`config.mk`:
```
export PLATFORM = sky130hd
export DESIGN_NAME = fpu_arbiter
export DESIGN_NICKNAME = d
export VERILOG_FILES = /design/src/rtl/fpu_pkg.sv /design/src/rtl/rr_arbiter.sv /design/src/rtl/fpu_arbiter.sv
export SDC_FILE = /design/constraint.sdc
export NUM_CORES = 1
export LEC_CHECK = 0
export BUFFER_PORTS_ARGS = -buffer_cell sky130_fd_sc_hd__buf_2
export CAP_MARGIN = 20
export CORE_AREA = 2 2 168 170
export DETAILED_ROUTE_END_ITERATION = 7
export DIE_AREA = 0 0 170 172
export GPL_TIMING_DRIVEN = 0
export PLACE_DENSITY = 0.64
export SLEW_MARGIN = 10
export SYNTH_ARGS = -nofsm -noshare
export SYNTH_HDL_FRONTEND = slang
export SYNTH_SLANG_ARGS = --single-unit
```
`constraint.sdc`:
```
create_clock -name clock -period 3.75 [get_ports clock]
set_clock_uncertainty 0.2 [all_clocks]
set_input_delay 0.5625 -clock clock [delete_from_list [all_inputs] [get_ports clock]]
set_output_delay 0.5625 -clock clock [all_outputs]
set_load 0.05 [all_outputs]
```
`src/rtl/fpu_pkg.sv`:
```
// -----------------------------------------------------------------------------
// fpu_pkg
// Shared definitions for the FPU arbiter. These are the float word layout
// (1 sign / 6 exponent / 25 mantissa, exponent bias 31), the FPU status word
// type, and the arbiter FSM state encoding.
// No ports; imported by fpu_arbiter and rr_arbiter.
// -----------------------------------------------------------------------------
package fpu_pkg;

  localparam int unsigned SIGN_W   = 1;
  localparam int unsigned EXP_W    = 6;
  localparam int unsigned MANT_W   = 25;
  localparam int unsigned EXP_BIAS = 31;
  localparam int unsigned WORD_W   = SIGN_W + EXP_W + MANT_W;
  localparam int unsigned STATUS_W = 4;

  // Float word as seen on the operand and result buses
  typedef struct packed {
    logic              sign;
    logic [EXP_W-1:0]  exp;
    logic [MANT_W-1:0] mant;
  } fpu_float_t;

  // FPU status word; the arbiter carries it through without interpreting it
  typedef logic [STATUS_W-1:0] fpu_status_t;

  typedef enum logic [1:0] {
    IDLE = 2'd0,
    LOAD = 2'd1,
    WAIT = 2'd2,
    RESP = 2'd3
  } arb_state_t;

endpackage : fpu_pkg

```
`src/rtl/rr_arbiter.sv`:
```
// -----------------------------------------------------------------------------
// rr_arbiter
// Purely combinational round-robin picker. It searches req starting at ptr,
// wraps around, and returns a one-hot grant for the first active line
// (all-zero when nothing is requested).
// Ports:
//   req   in  N_REQ          request lines
//   ptr   in  clog2(N_REQ)   highest-priority index for this pick
//   grant out N_REQ          one-hot winner, or zero
// -----------------------------------------------------------------------------
module rr_arbiter
  import fpu_pkg::*;
#(
  parameter int unsigned N_REQ = 4
) (
  input  logic [N_REQ-1:0]         req,
  input  logic [$clog2(N_REQ)-1:0] ptr,
  output logic [N_REQ-1:0]         grant
);

  localparam int unsigned PTR_W = $clog2(N_REQ);

  logic             found;
  logic [PTR_W-1:0] idx;

  // Rotating priority scan: position i of the scan is line (ptr + i) mod N_REQ
  always_comb begin
    grant = '0;
    found = 1'b0;
    idx   = '0;
    for (int unsigned i = 0; i < N_REQ; i++) begin
      idx = PTR_W'((32'(ptr) + i) % N_REQ);
      if (!found && req[idx]) begin
        grant[idx] = 1'b1;
        found      = 1'b1;
      end
    end
  end

endmodule : rr_arbiter

```
`src/rtl/fpu_arbiter.sv`:
```
// -----------------------------------------------------------------------------
// fpu_arbiter
// Shares one fixed-latency FPU adder among N_REQ requesters. An operation is
// accepted over req_valid/req_ready using a round-robin grant. The block then
// pulses the FPU reset for one cycle with the operands applied, and waits
// FPU_LATENCY cycles. It captures the FPU result and status and returns them
// to the granted requester over rsp_valid/rsp_ready.
// Ports:
//   clock, reset              clock, synchronous active-high reset
//   req_valid/req_ready       per-requester request handshake (ready is
//                             combinational, one-hot or zero, IDLE only)
//   req_op_a/req_op_b         per-requester operand pairs
//   rsp_valid/rsp_ready       per-requester response handshake
//   rsp_data/rsp_status       shared captured result and FPU status
//   fpu_reset_n               FPU active-low reset, low one cycle per op
//   fpu_op_a/fpu_op_b         operands to the FPU
//   fpu_data_in/fpu_status_in result and status from the FPU
//   busy                      high whenever the FSM is not IDLE
//   ops_done                  completed responses, wraps
// -----------------------------------------------------------------------------
module fpu_arbiter
  import fpu_pkg::*;
#(
  parameter int unsigned N_REQ       = 4,
  parameter int unsigned FPU_LATENCY = 8,
  parameter int unsigned CNT_W       = 16
) (
  input  logic                          clock,
  input  logic                          reset,

  input  logic [N_REQ-1:0]              req_valid,
  output logic [N_REQ-1:0]              req_ready,
  input  logic [N_REQ-1:0][WORD_W-1:0]  req_op_a,
  input  logic [N_REQ-1:0][WORD_W-1:0]  req_op_b,

  output logic [N_REQ-1:0]              rsp_valid,
  input  logic [N_REQ-1:0]              rsp_ready,
  output logic [WORD_W-1:0]             rsp_data,
  output logic [STATUS_W-1:0]           rsp_status,

  output logic                          fpu_reset_n,
  output logic [WORD_W-1:0]             fpu_op_a,
  output logic [WORD_W-1:0]             fpu_op_b,
  input  logic [WORD_W-1:0]             fpu_data_in,
  input  logic [STATUS_W-1:0]           fpu_status_in,

  output logic                          busy,
  output logic [CNT_W-1:0]              ops_done
);

  localparam int unsigned PTR_W     = $clog2(N_REQ);
  // +1 keeps the counter at least one bit wide when FPU_LATENCY is 1
  localparam int unsigned LAT_W     = $clog2(FPU_LATENCY + 1);
  localparam logic [LAT_W-1:0] LAT_LAST = LAT_W'(FPU_LATENCY - 1);
  localparam logic [PTR_W-1:0] PTR_MAX  = PTR_W'(N_REQ - 1);

  arb_state_t       state;
  logic [PTR_W-1:0] ptr;
  logic [PTR_W-1:0] gnt_idx;
  logic [LAT_W-1:0] cnt;

  logic [N_REQ-1:0] grant;
  logic [PTR_W-1:0] grant_idx;
  logic             req_fire;
  logic             rsp_fire;

  // Round-robin pick among the current requests
  rr_arbiter #(
    .N_REQ (N_REQ)
  ) u_rr (
    .req   (req_valid),
    .ptr   (ptr),
    .grant (grant)
  );

  // Accept is offered only while idle and never during reset
  assign req_ready = (state == IDLE && !reset) ? grant : '0;
  assign req_fire  = |(req_valid & req_ready);
  assign rsp_fire  = (state == RESP) && rsp_ready[gnt_idx];

  // One-hot grant to index, used to latch the winner's operands and id
  always_comb begin
    grant_idx = '0;
    for (int unsigned i = 0; i < N_REQ; i++) begin
      if (grant[PTR_W'(i)]) begin
        grant_idx = PTR_W'(i);
      end
    end
  end

  // Control FSM with all registered outputs
  always_ff @(posedge clock) begin
    if (reset) begin
      state       <= IDLE;
      ptr         <= '0;
      gnt_idx     <= '0;
      cnt         <= '0;
      ops_done    <= '0;
      rsp_valid   <= '0;
      rsp_data    <= '0;
      rsp_status  <= '0;
      fpu_op_a    <= '0;
      fpu_op_b    <= '0;
      fpu_reset_n <= 1'b0;
      busy        <= 1'b0;
    end else begin
      case (state)
        IDLE: begin
          fpu_reset_n <= 1'b1;
          if (req_fire) begin
            gnt_idx     <= grant_idx;
            fpu_op_a    <= req_op_a[grant_idx];
            fpu_op_b    <= req_op_b[grant_idx];
            // Restart the FPU for exactly the LOAD cycle
            fpu_reset_n <= 1'b0;
            busy        <= 1'b1;
            state       <= LOAD;
          end
        end

        LOAD: begin
          fpu_reset_n <= 1'b1;
          cnt         <= '0;
          state       <= WAIT;
        end

        WAIT: begin
          if (cnt == LAT_LAST) begin
            rsp_data   <= fpu_data_in;
            rsp_status <= fpu_status_in;
            rsp_valid  <= N_REQ'(1) << gnt_idx;
            state      <= RESP;
          end else begin
            cnt <= cnt + LAT_W'(1);
          end
        end

        RESP: begin
          // Outputs stay frozen until the granted requester accepts
          if (rsp_fire) begin
            rsp_valid <= '0;
            ptr       <= (gnt_idx == PTR_MAX) ? '0 : gnt_idx + PTR_W'(1);
            ops_done  <= ops_done + CNT_W'(1);
            busy      <= 1'b0;
            state     <= IDLE;
          end
        end

        default: begin
          state <= IDLE;
        end
      endcase
    end
  end

endmodule : fpu_arbiter

```
=== Yosys cells after proc, flatten, opt, wreduce, memory -nomap -nowiden ===
Index checks and enable logic that the tools add are counted.

* Logic and storage cells: 116
* Flip-flop bits (word level): 132
* Memories: 0
* Bits in latches: 0
* Memory bits (read-only): 0
* Bits in writable memories: 0

* $mul: 0
* Shift operators: 1
* Divide/modulo/power cells: 0
* $add $sub $neg: 6
* Bitwise operators: 4
* Reduce and logical (&&, ||, !) cells: 26
* Equal/unequal tests: 9
* $lt $le $gt $ge: 10
* Muxes and demuxes: 48

{| class="wikitable"
|+ Operator list
! cell !! count
|-
| binary-select mux 32 bit (select 2 bit) || 2
|-
| two-way mux 32 bit || 2
|-
| two-way mux 4 bit || 8
|-
| < comparator 2 x 3 -> 1 bit, second input constant || 6
|-
| adder 16 x 1 -> 16 bit, second input constant || 1
|-
| two-way mux 1 bit || 16
|-
| case mux 4 bit (2 select lines) || 2
|-
| two-way mux 2 bit || 6
|-
| OR 4 bit || 3
|-
| binary-select mux 1 bit (select 2 bit) || 5
|-
| logical AND 1 bit || 9
|-
| AND reduction 3 bit || 3
|-
| demux 1 bit (select 2 bit) || 4
|-
| >= comparator 2 x 1 -> 1 bit, second input constant || 4
|-
| inequality test 2 bit, second input constant || 4
|-
| case mux 2 bit (4 select lines) || 1
|-
| AND reduction 2 bit || 4
|-
| nonzero test 2 bit || 4
|-
| == test 2 bit, second input constant || 3
|-
| adder 2 x 1 -> 2 bit, second input constant || 2
|-
| adder 2 bit, second input constant || 2
|-
| adder 4 x 1 -> 4 bit, second input constant || 1
|-
| AND 4 bit || 1
|-
| == test 4 x 3 -> 1 bit, second input constant || 1
|-
| other kinds (6) || 10
|}

=== Longest topological paths before layout ===
* Depth in word-level cells: 17
* Gate-level depth with buffers: 14

=== By module ===
A second synthesis with hierarchy kept.

* Cell total of the unflattened synthesis: 875
* Area total of the unflattened synthesis: 7135.6 um^2

{| class="wikitable"
|+ Modules (own cells, without submodules)
! module !! area each (um^2) !! cells each !! instances
|-
| fpu_arbiter || 6797.8 || 839 || 1
|-
| rr_arbiter || 337.8 || 36 || 1
|}

=== Least setup slack after synthesis ===
OpenSTA, ideal clock, no wires.

* Path type: flip-flop to output port
* Start point: reg ptr[0]
* End point: out req_ready[2]
* Path buffers: 4
* Stages on the path, launching flop included: 12
* Required time: 2.987 ns
* Setup slack: -0.189 ns
* Arrival time: 3.177 ns
* Cell sequence: dfxtp_1 -> buf_6 -> inv_1 -> ha_1 -> buf_2 -> or3b_1 -> a2111oi_2 -> o21ai_0 -> and2_1 -> buf_2 -> buf_1 -> nor2_1

* Cells in the longest elaborated chain, start to end: 13

{| class="wikitable"
|+ RTL lines
! item !! RTL line !! RTL
|-
| start: declaration || fpu_arbiter.sv:58 || <nowiki>logic [PTR_W-1:0] ptr;</nowiki>
|-
| start signal: assignment || fpu_arbiter.sv:142 || <nowiki>ptr <= (gnt_idx == PTR_MAX) ? '0 : gnt_idx + PTR_W'(1);</nowiki>
|-
| branches (longest 11 deep; another with < comparator 2 x 3 -> 1 bit) || - ||
|-
| two-way mux 4 bit (*) || rr_arbiter.sv:33 || <nowiki>if (!found && req[idx]) begin</nowiki>
|-
| two-way mux 4 bit (*) || fpu_arbiter.sv:77 || <nowiki>assign req_ready = (state == IDLE && !reset) ? grant : '0;</nowiki>
|-
| end: declaration || fpu_arbiter.sv:32 || <nowiki>output logic [N_REQ-1:0] req_ready,</nowiki>
|}

Every way passes the cells marked *. The select of a mux whose other input is x is not followed.

=== Final worst setup path ===
Same ends and word-level chain as after synthesis.

==> impl_results.md <==
- Slew @ Worst Pin: 0.850 ns
- Clk_lat worst skew: about 0.42 ns
- Synth-to-layout area growth: 46.6%
- Overflow after GRT: 0
- Status: finished, final reports clean
- Psw: around 2.3 mW
- DRT Pass-1 Iters: 4
- Clock Pin Slew Worst Setup and Hold Paths: 0.07 ns
- Cells after synthesis: between 800 and 900
- Largest net degree at the start of global routing: 17
- Share of cells above drive strength 1: 0.494
- Via count: 8737
- Sequential share of the synthesized area: 0.347
- P_int: 3.29 mW
- FP Rows: 61
- Worst min path class: input pin to flip-flop
- Final worst slack: between 0.1 and 0.15 ns
- Power per cell area: 505 mW/mm2
- Dpl cells: around 1600
- Core Area: between 0.02 and 0.03 mm2
- Syn_nets: 1166
- Nets@finish: roughly 1600
- Die X: 170 um
- Multi-input gate area: 0.00461 mm2
- Clock sink count: 132
- Detailed Place HPWL: 25900 um
- Max Cap Viol: 0
- Setup crit start kind: flip-flop
- Post-synth EDFFs: 0
- Logic pwr share: 0.396
- Max-slew headroom: 0.433
- Starting Density: 0.277
- Worst setup EP type: output pin
- Min Clock Period, post-route: 3.61 ns
- Ys flop type: dfxtp_1
- Antenna Nets Post-Route: 0
- Drt wl/cell: 20.3 um
- Max-slew violations: 0
- Final Setup Violations: 0
- RePlAce Congestion: 0.896
- Reg power frac: 0.301
- Place WS: -0.598 ns
- FILL cells: 2797
- Storage element area: 0.00265 mm2
- Setup CP Type: flip-flop to output pin
- Total track usage: 0.224
- Leakage: 4.71 nW
- CTS buffer count: 17
- Worst Reg2Reg Path Length in Cells: 12
- DRT iter0 DRCs: 339
- Synth warnings: 0
- Longest Clk Path Bufs: 2
- Area fraction of the dominant cell type after synthesis: 0.347
- Num ports: approximately 430
- Synth area leader: dfxtp_1
- First-pass GRT wire length: 49100 um
- Synth area leaders: dfxtp_1 (35%), a2111oi_2 (9.1%), mux2_2 (8.7%), nor4_1 (4.9%), o22ai_1 (4.9%)
- Drt via density: 5.21
- Vias in the first global route: between 8000 and 9000
- F_max: about 280 MHz
- Hold Path Depth: 3
- Worst VDD drop: 0.264 mV
- I/O Buffers: about 430
- Die ar.: roughly 0.029 mm2
- WP data arrival: approximately 2.9 ns
- # DRC: 0
- CTS tree: yes
- Chip height: 172 um
- Clock Tree Root: clkbuf_16
- Max H-tree Level: 4
- Switch share: 0.416
- Final Cycle Share: 0.962
- Req. time, crit path: 2.99 ns
- Routed WL: 34100 um
- FF+latch count, synth: 132
- Layout Cells excl Fill: 1678
- Post-Synthesis Cell Area: 0.00761 mm2
- Clock share of power: 0.303
- RSZ-0062 raised after global routing: no
- Initial antenna violation count: 10
- Max FO, Critical Path: 7
- Ys async rst share: 0
- Final core occ: 0.406
- Final Hold Viols: 0
- Cts hold-fix bufs: 0
- Synth Area per Inst: approximately 9 um2
- Post-synth cell types: 47
[cell usage in the layout (no fill, tap or decap), types with 6 or more instances in the layout]
master	n
buf_2	441
dfxtp_1	130
nand2_1	94
nor3_1	70
nor4_1	59
mux2_2	57
o22ai_1	57
a21oi_1	49
a2111oi_2	46
clkbuf_1	41
nor2_1	27
buf_4	24
clkbuf_16	18
ha_1	15
a2111oi_1	13
mux2i_1	12
nor2b_1	12
xor2_1	11
nand3_1	10
buf_6	10
diode_2	9
inv_1	9
nand2b_1	8
a311oi_1	7
nand4_1	6
and2_1	6
inv_6	6
[synthesized netlist by cell type (2+ instances only)]
cell and count:
a311oi_1 9, buf_1 4, nor2b_1 12, inv_1 10, or3_1 2, o21a_1 2, mux2_2 59, and2_1 6
a211o_1 5, xor2_1 11, a21oi_1 50, nand3b_1 2, dfxtp_1 132, nor3_1 70, o22ai_1 59, buf_2 25
mux4_2 4, nor2_1 29, nand4_1 6, mux2i_1 12, ha_1 16, nor4_1 59, o21ai_0 5, or3b_1 2
buf_6 8, xnor2_1 3, clkbuf_1 45, o21ai_1 2, a2111oi_2 46, nand2_1 95, buf_4 7, a2111oi_1 15
a2111oi_0 2, nand2b_1 8, nand3_1 10, and3_1 3, nor3b_1 3
[sequential cells by signal, summed over array words and instances, names as in the netlist]
name / count
cnt: 4
fpu_reset_n: 1
ops_done: 16
ptr: 2
rsp_data: 32
state: 2
rsp_status: 4
gnt_idx: 2
fpu_op_b: 32
fpu_op_a: 32
busy: 1
rsp_valid: 4
[metal layers]
metal  vias up  routed length [um]  GRT usage
met5         -                  22          0
li1       4182                   -          -
met4         4                1120      0.110
met3        72                2680     0.0723
met2       368               17100      0.396
met1      4111               13100      0.242
[path summary, 6_finish.rpt]
| kind | start | to | slack [ns] |
|---|---|---|---|
| setup / recovery | ptr[0] | req_ready[2] | 0.14 |
| hold / removal | fpu_data_in[29] | rsp_data[29] | 0.17 |
| setup reg to reg | ptr[0] | fpu_op_a[27] | 0.16 |
| hold reg to reg | rsp_status[2] | rsp_status[2] | 0.25 |
[repair_timing]
action	in CTS	in global routing
resized for setup	42	20
pin swaps	10	12
buffers inserted	13	7
setup endpoints to repair	73	69
[power groups by stage]
stage / Clock, mW / Combinational (mW) / Sequential (mW)
floorplan: 0 / 0.957 / 2.27
global placement: 0 / 2.14 / 1.72
detailed placement: 0 / 2.17 / 1.73
CTS: 1.74 / 2.22 / 1.69
global route: 1.79 / 2.38 / 1.72
finish: 1.70 / 2.23 / 1.70
[critical path, cell delays in order, from the launching register on]
cell and delay, ns:
dfxtp_4 0.37, clkinvlp_4 0.10, ha_4 0.30, mux4_2 0.53, nor3b_4 0.18, a311oi_2 0.27
and2_1 0.19, buf_8 0.14, buf_8 0.12, nor2_2 0.04, buf_6 0.17
[per-stage QoR]
step	hold WS, ns	setup TNS (ns)	cell area [um2]	power (mW)
2_1_floorplan	0.265	0	7620	3.22
3_3_place_gp	0.239	-30.28	10200	3.86
3_5_place_dp	0.245	-34.19	10200	3.89
4_1_cts	0.149	-0.0558	11000	5.65
5_1_grt	0.160	0	11100	5.89
6_report	0.166	0	11200	5.63
[area by class of cell]
type | count | share of cell area
Multi-Input combinational cell | 617 | 0.414
Tap cell | 346 | 0.0388
Inverter | 10 | 0.00370
Clock buffer | 18 | 0.0394
Timing Repair Buffer | 445 | 0.207
Buffer | 87 | 0.0460
Clock inverter | 14 | 0.0124
Sequential cell | 132 | 0.237
Antenna cell | 9 | 0.00202
[cell families after synthesis]
group                      count (synthesis)  share of synthesized area
and+or+nand+nor                          309                      0.202
AOI/OAI and AO/OA                        202                      0.228
DFF                                      132                      0.347
buffers and inverters                     99                     0.0643
muxes                                     76                      0.116
adders and majority gates                 16                     0.0263
xor gates and xnor gates                  14                     0.0161
Note: power is estimated with default switching activity, not from simulation.
